## config.mk

```make
export PLATFORM = sky130hd
export DESIGN_NAME = cla_sub16_pipe
export DESIGN_NICKNAME = d
export VERILOG_FILES = /design/src/rtl/cla_pkg.sv /design/src/rtl/cla_4bit_grp.sv /design/src/rtl/cla_sub16_pipe.sv
export SDC_FILE = /design/constraint.sdc
export NUM_CORES = 1
export LEC_CHECK = 0
export ABC_AREA = 1
export CORE_AREA = 2 2 72 74
export CTS_CLUSTER_DIAMETER = 60
export CTS_CLUSTER_SIZE = 25
export DETAILED_ROUTE_END_ITERATION = 16
export DIE_AREA = 0 0 74 76
export PLACE_DENSITY = 0.91
export SYNTH_ARGS = -nofsm -noshare
export SYNTH_HDL_FRONTEND = slang
export SYNTH_SLANG_ARGS = --single-unit
```

## constraint.sdc

```tcl
create_clock -name clk -period 6.2 [get_ports clk]
set_clock_uncertainty 0.1 [all_clocks]
set_input_delay 0.93 -clock clk [delete_from_list [all_inputs] [get_ports clk]]
set_output_delay 0.93 -clock clk [all_outputs]
set_load 0.01 [all_outputs]
```

## src/rtl/cla_pkg.sv

```systemverilog
//------------------------------------------------------------------------------
// Module      : cla_pkg
// Description : Shared sizing constants for the carry-lookahead adder family.
// Revision    : 1.0 - initial release
//------------------------------------------------------------------------------
`default_nettype none

package cla_pkg;
   localparam int WIDTH   = 16;
   localparam int GROUP   = 4;
   localparam int NGROUPS = 4;
endpackage : cla_pkg

`default_nettype wire

```

## src/rtl/cla_4bit_grp.sv

```systemverilog
//------------------------------------------------------------------------------
// Module      : cla_4bit_grp
// Description : 4-bit carry-lookahead group with group propagate/generate.
// Revision    : 1.0 - initial release
//------------------------------------------------------------------------------
`default_nettype none

module cla_4bit_grp
   import cla_pkg::*;
(
   input  logic [GROUP-1:0] a,
   input  logic [GROUP-1:0] b,
   input  logic             cin,
   output logic [GROUP-1:0] s,
   output logic             P,
   output logic             G
);

   logic [GROUP-1:0] w_p;
   logic [GROUP-1:0] w_g;
   logic [GROUP-1:0] w_c;

   assign w_p = a ^ b;
   assign w_g = a & b;

   // Every internal carry is a flat sum of products of cin; nothing ripples.
   assign w_c[0] = cin;
   assign w_c[1] = w_g[0] | (w_p[0] & cin);
   assign w_c[2] = w_g[1] | (w_p[1] & w_g[0]) | (w_p[1] & w_p[0] & cin);
   assign w_c[3] = w_g[2] | (w_p[2] & w_g[1]) | (w_p[2] & w_p[1] & w_g[0])
                 | (w_p[2] & w_p[1] & w_p[0] & cin);

   assign s = w_p ^ w_c;
   assign P = &w_p;
   assign G = w_g[3] | (w_p[3] & w_g[2]) | (w_p[3] & w_p[2] & w_g[1])
            | (w_p[3] & w_p[2] & w_p[1] & w_g[0]);

endmodule : cla_4bit_grp

`default_nettype wire

```

## src/rtl/cla_sub16_pipe.sv

```systemverilog
//------------------------------------------------------------------------------
// Module      : cla_sub16_pipe
// Description : Two-stage valid/ready pipelined 16-bit CLA subtractor.
// Revision    : 1.0 - initial release
//------------------------------------------------------------------------------
`default_nettype none

module cla_sub16_pipe
   import cla_pkg::*;
#(
   parameter int WIDTH = cla_pkg::WIDTH
)
(
   input  logic             clk,
   input  logic             rst_n,
   input  logic             in_valid,
   output logic             in_ready,
   input  logic [WIDTH-1:0] A,
   input  logic [WIDTH-1:0] B,
   input  logic             Bin,
   output logic             out_valid,
   input  logic             out_ready,
   output logic [WIDTH-1:0] D,
   output logic             Bout,
   output logic             V,
   output logic             Z
);

   localparam int HALF = (NGROUPS / 2) * GROUP;

   // Stage 1: low byte as A + ~B + ~Bin
   logic [WIDTH-1:0] w_nb;
   logic             w_c0, w_c4, w_c8;
   logic [GROUP-1:0] w_s0, w_s1;
   logic             w_p0, w_g0, w_p1, w_g1;

   assign w_nb = ~B;
   assign w_c0 = ~Bin;

   cla_4bit_grp u_grp0 (.a(A[GROUP-1:0]),    .b(w_nb[GROUP-1:0]),    .cin(w_c0), .s(w_s0), .P(w_p0), .G(w_g0));
   cla_4bit_grp u_grp1 (.a(A[HALF-1:GROUP]), .b(w_nb[HALF-1:GROUP]), .cin(w_c4), .s(w_s1), .P(w_p1), .G(w_g1));

   assign w_c4 = w_g0 | (w_p0 & w_c0);
   assign w_c8 = w_g1 | (w_p1 & w_g0) | (w_p1 & w_p0 & w_c0);

   logic [HALF-1:0] r_a_hi, r_nb_hi, r_d_lo;
   logic            r_a15, r_b15, r_c8, r_s1_valid;

   // Stage 2: high byte from registered operands and c8
   logic [GROUP-1:0] w_s2, w_s3;
   logic             w_p2, w_g2, w_p3, w_g3;
   logic             w_c12, w_c16;
   logic [WIDTH-1:0] w_d;

   cla_4bit_grp u_grp2 (.a(r_a_hi[GROUP-1:0]),    .b(r_nb_hi[GROUP-1:0]),    .cin(r_c8),  .s(w_s2), .P(w_p2), .G(w_g2));
   cla_4bit_grp u_grp3 (.a(r_a_hi[HALF-1:GROUP]), .b(r_nb_hi[HALF-1:GROUP]), .cin(w_c12), .s(w_s3), .P(w_p3), .G(w_g3));

   assign w_c12 = w_g2 | (w_p2 & r_c8);
   assign w_c16 = w_g3 | (w_p3 & w_g2) | (w_p3 & w_p2 & r_c8);
   assign w_d   = {w_s3, w_s2, r_d_lo};

   logic [WIDTH-1:0] r_d;
   logic             r_bout, r_v, r_z, r_s2_valid;

   // Handshake: s1 may refill in the same cycle it hands over to s2
   logic w_s2_load, w_accept;

   assign w_s2_load = r_s1_valid && (!r_s2_valid || out_ready);
   assign in_ready  = !r_s1_valid || !r_s2_valid || out_ready;
   assign w_accept  = in_valid && in_ready;

   always_ff @(posedge clk or negedge rst_n) begin
      if (!rst_n) begin
         r_s1_valid <= 1'b0;
         r_a_hi     <= '0;
         r_nb_hi    <= '0;
         r_d_lo     <= '0;
         r_a15      <= 1'b0;
         r_b15      <= 1'b0;
         r_c8       <= 1'b0;
      end else begin
         if (w_accept) begin
            r_s1_valid <= 1'b1;
            r_a_hi     <= A[WIDTH-1:HALF];
            r_nb_hi    <= w_nb[WIDTH-1:HALF];
            r_d_lo     <= {w_s1, w_s0};
            r_a15      <= A[WIDTH-1];
            r_b15      <= B[WIDTH-1];
            r_c8       <= w_c8;
         end else if (w_s2_load) begin
            r_s1_valid <= 1'b0;
         end
      end
   end

   always_ff @(posedge clk or negedge rst_n) begin
      if (!rst_n) begin
         r_s2_valid <= 1'b0;
         r_d        <= '0;
         r_bout     <= 1'b0;
         r_v        <= 1'b0;
         r_z        <= 1'b0;
      end else begin
         if (w_s2_load) begin
            r_s2_valid <= 1'b1;
            r_d        <= w_d;
            r_bout     <= ~w_c16;
            r_v        <= (r_a15 != r_b15) && (w_d[WIDTH-1] != r_a15);
            r_z        <= (w_d == '0);
         end else if (out_ready) begin
            r_s2_valid <= 1'b0;
         end
      end
   end

   assign out_valid = r_s2_valid;
   assign D         = r_d;
   assign Bout      = r_bout;
   assign V         = r_v;
   assign Z         = r_z;

endmodule : cla_sub16_pipe

`default_nettype wire

```

==> results.json <==
{
  "synth_top_cells_by_area": "sky130_fd_sc_hd__dfrtp_1, sky130_fd_sc_hd__nand2_1, sky130_fd_sc_hd__ha_1",
  "setup_buffers_after_cts": 0,
  "hold_buffers": 0,
  "min-delay-path-class": "reg2reg",
  "worst-endpoint-required_ps": 5170,
  "detail-route-antenna-nets": 0,
  "clock-root-buffer": "sky130_fd_sc_hd__clkbuf_8",
  "routed_wl_um": 5333,
  "synth_fp_nets": 367,
  "fmaxAchievable_mhz": 304.1,
  "place_congestion": 0.8704,
  "final_clock_period_utilization_by_the_worst_path_pct": 53.04,
  "final_hold_viols": 0,
  "area_growth_pct": 29.06,
  "grt_start_max_net_pins": 48,
  "layout.cell_area.non_filler_mm2": 0.003312,
  "syn_area_per_cell_um2": 8.278,
  "post-synth-top-area-cell": "sky130_fd_sc_hd__dfrtp_1",
  "synth_edf_count": 0,
  "ys_async_sr_fraction_pct": 100.0,
  "yosys.area.top_type_share_pct": 45.83,
  "yosys.cell_types.count": 29,
  "post_route_cells_drive_above_1_share_pct": 5.707,
  "finalNonFillerCells": 438,
  "start_util_pct": 52.24,
  "endpoint_kind": "output port",
  "max_clock_buf_depth": 2,
  "number_of_max_cap_violations": 0,
  "outcome": "completed",
  "cts_sinks": 47,
  "die_height_um": 76,
  "placedInstanceArea_mm2": 0.003179,
  "pre_cts_ws_ps": 2910,
  "routed-via-count": 2197,
  "wire_length_of_the_first_global_routing_pass_um": 9439,
  "boundaryPins": 58,
  "place.detailed.instances": 430,
  "max_slew_margin_pct": 33.62,
  "synth_top_cells_by_count": "sky130_fd_sc_hd__nand2_1, sky130_fd_sc_hd__dfrtp_1, sky130_fd_sc_hd__inv_1",
  "worst_slack_ps": 2912,
  "synth_seq_area_share_pct": 45.83,
  "diodes": 0,
  "worstMarginPinSlew_ps": 995.6,
  "total_global_routing_overflow": 0,
  "io_buffer_count": 57,
  "power_density_mw_per_mm2": 307.3,
  "clk_pin_slew_worst_paths_ps": 90,
  "critical_path_at_ps": 2260,
  "final_period_minus_worst_setup_slack_ps": 3288,
  "clock_insertion_delay_worst_skew_ps": 310,
  "number_of_antenna_violations_at_the_first_check_in_global_routing": 0,
  "most_repeated_cell_in_the_gate_level_netlist_after_synthesis": "sky130_fd_sc_hd__nand2_1",
  "post-dp-hpwl_um": 3942,
  "cts_tree": "yes",
  "mappedNetlistArea_mm2": 0.002566,
  "rsz0062_at_grt": "false",
  "synth.ff_latch_count": 47,
  "clock_tree.htree_level_count": 2,
  "report.final.slew_viol_count": 0,
  "critical_path_class": "in2out",
  "die-width_um": 74,
  "cts_inserted_buffers": 5,
  "power.static_leakage_nw": 1.668,
  "grt_pass1_vias": 2249,
  "yosysWarningCount": 0,
  "finalSetupViolCount": 0,
  "grtUsageTotal_pct": 21.23,
  "drc": 0,
  "drtIter0Drc": 167,
  "vias_per_cell": 5.016,
  "design.final.nets": 424,
  "fin_util_pct": 67.42,
  "routed_wire_length_per_instance_um": 12.18,
  "ir_drop_mv": 0.1780,
  "timing.critical_path.fanout_max": 3,
  "totalNegativeSetupSlack_ps": 0,
  "core_region_area_mm2": 0.004912,
  "dieArea_mm2": 0.005624,
  "rows": 26,
  "drt_pass1_iterations": 5,
  "ys_flop_type": "sky130_fd_sc_hd__dfrtp_1",
  "ctsResizeCount": 0,
  "cp_launch_type": "input pin",
  "postSynthCellCount": 310
}
## cells in the final DEF (no fill, tap or decap), types with 2 or more instances in the layout
cell type / synthesis / layout
sky130_fd_sc_hd__nand3b_1: 2 / 2
sky130_fd_sc_hd__xnor2_1: 5 / 5
sky130_fd_sc_hd__a31oi_1: 3 / 3
sky130_fd_sc_hd__a21oi_1: 7 / 7
sky130_fd_sc_hd__nand2_1: 100 / 100
sky130_fd_sc_hd__nor2_1: 14 / 14
sky130_fd_sc_hd__bufinv_16: 0 / 2
sky130_fd_sc_hd__nand2_2: 6 / 6
sky130_fd_sc_hd__o21ai_0: 26 / 26
sky130_fd_sc_hd__nand3_2: 3 / 3
sky130_fd_sc_hd__nand3_1: 15 / 15
sky130_fd_sc_hd__clkbuf_8: 0 / 5
sky130_fd_sc_hd__nor3_1: 2 / 2
sky130_fd_sc_hd__and3_1: 2 / 2
sky130_fd_sc_hd__inv_1: 38 / 38
sky130_fd_sc_hd__dfrtp_1: 47 / 47
sky130_fd_sc_hd__fa_1: 4 / 4
sky130_fd_sc_hd__clkdlybuf4s50_1: 0 / 56
sky130_fd_sc_hd__ha_1: 16 / 16
sky130_fd_sc_hd__a21o_1: 2 / 2
sky130_fd_sc_hd__o21ai_1: 2 / 2
## cell type report
| cell class | instances | area [um2] |
|---|---|---|
| fill | 386 | 1600 |
| multi-input combinational | 217 | 1204 |
| sequential | 47 | 1176 |
| timing repair buffer | 57 | 565.5 |
| inverter | 39 | 146.4 |
| tap | 70 | 87.58 |
| clock buffer | 6 | 72.57 |
| clock inverter | 2 | 60.06 |
## kinds of logic after synthesis
logic type                 synth area share [%]
and+or+nand+nor                           24.62
DFF                                       45.83
adders and majority gates                 10.92
xor gates and xnor gates                  1.706
buffers and inverters                     7.264
AOI/OAI and AO/OA                         9.654
## where the power goes
part / switching, W / internal [W] / leakage [nW]
clock network: 0.0000995 / 0.000161 / 0.0654
logic: 0.000176 / 0.000168 / 1.03
registers: 0.0000412 / 0.000372 / 0.573
## worst paths after layout
path	slack [ps]	startpoint	end	depth (start not counted)
min reg2reg	380	r_s1_valid	out_valid	2
min in group asynchronous	690	rst_n	Z	1
max reg2reg	3760	r_a_hi[1]	Z	13
max	2910	out_ready	in_ready	6
min	380	r_s1_valid	out_valid	2
max in group asynchronous	4700	rst_n	r_d_lo[5]	1
## worst max-delay path, cell delays in order
cell,delay [ps]
sky130_fd_sc_hd__clkdlybuf4s50_1,410
sky130_fd_sc_hd__inv_1,70
sky130_fd_sc_hd__nand2_1,70
sky130_fd_sc_hd__nor2_1,210
sky130_fd_sc_hd__inv_1,90
sky130_fd_sc_hd__clkdlybuf4s50_1,480
## sequential cells by signal, summed over array words and instances (netlist names)
name,cells
D,16
r_a_hi,8
r_d_lo,8
r_nb_hi,8
Bout,1
V,1
Z,1
out_valid,1
r_b15,1
r_c8,1
r_s1_valid,1
## per-layer routing
| metal | track usage (%) | routed length [um] | vias to the layer above |
|---|---|---|---|
| met4 | 8.909 | 148 | 0 |
| met2 | 35.00 | 2623 | 80 |
| met5 | 0 | 0 | - |
| met1 | 26.31 | 2281 | 1000 |
| li1 | - | - | 1100 |
| met3 | 4.894 | 280 | 17 |
## stage by stage
stage	total power, W	hold WS, ps
after floorplan	0.0006076	347.7
after global placement	0.0007415	352.2
after detailed placement	0.0007586	365.5
after CTS	0.001021	385.2
after global routing	0.001084	414.1
final	0.001018	383.7
Power figures use the tool's default switching activity.
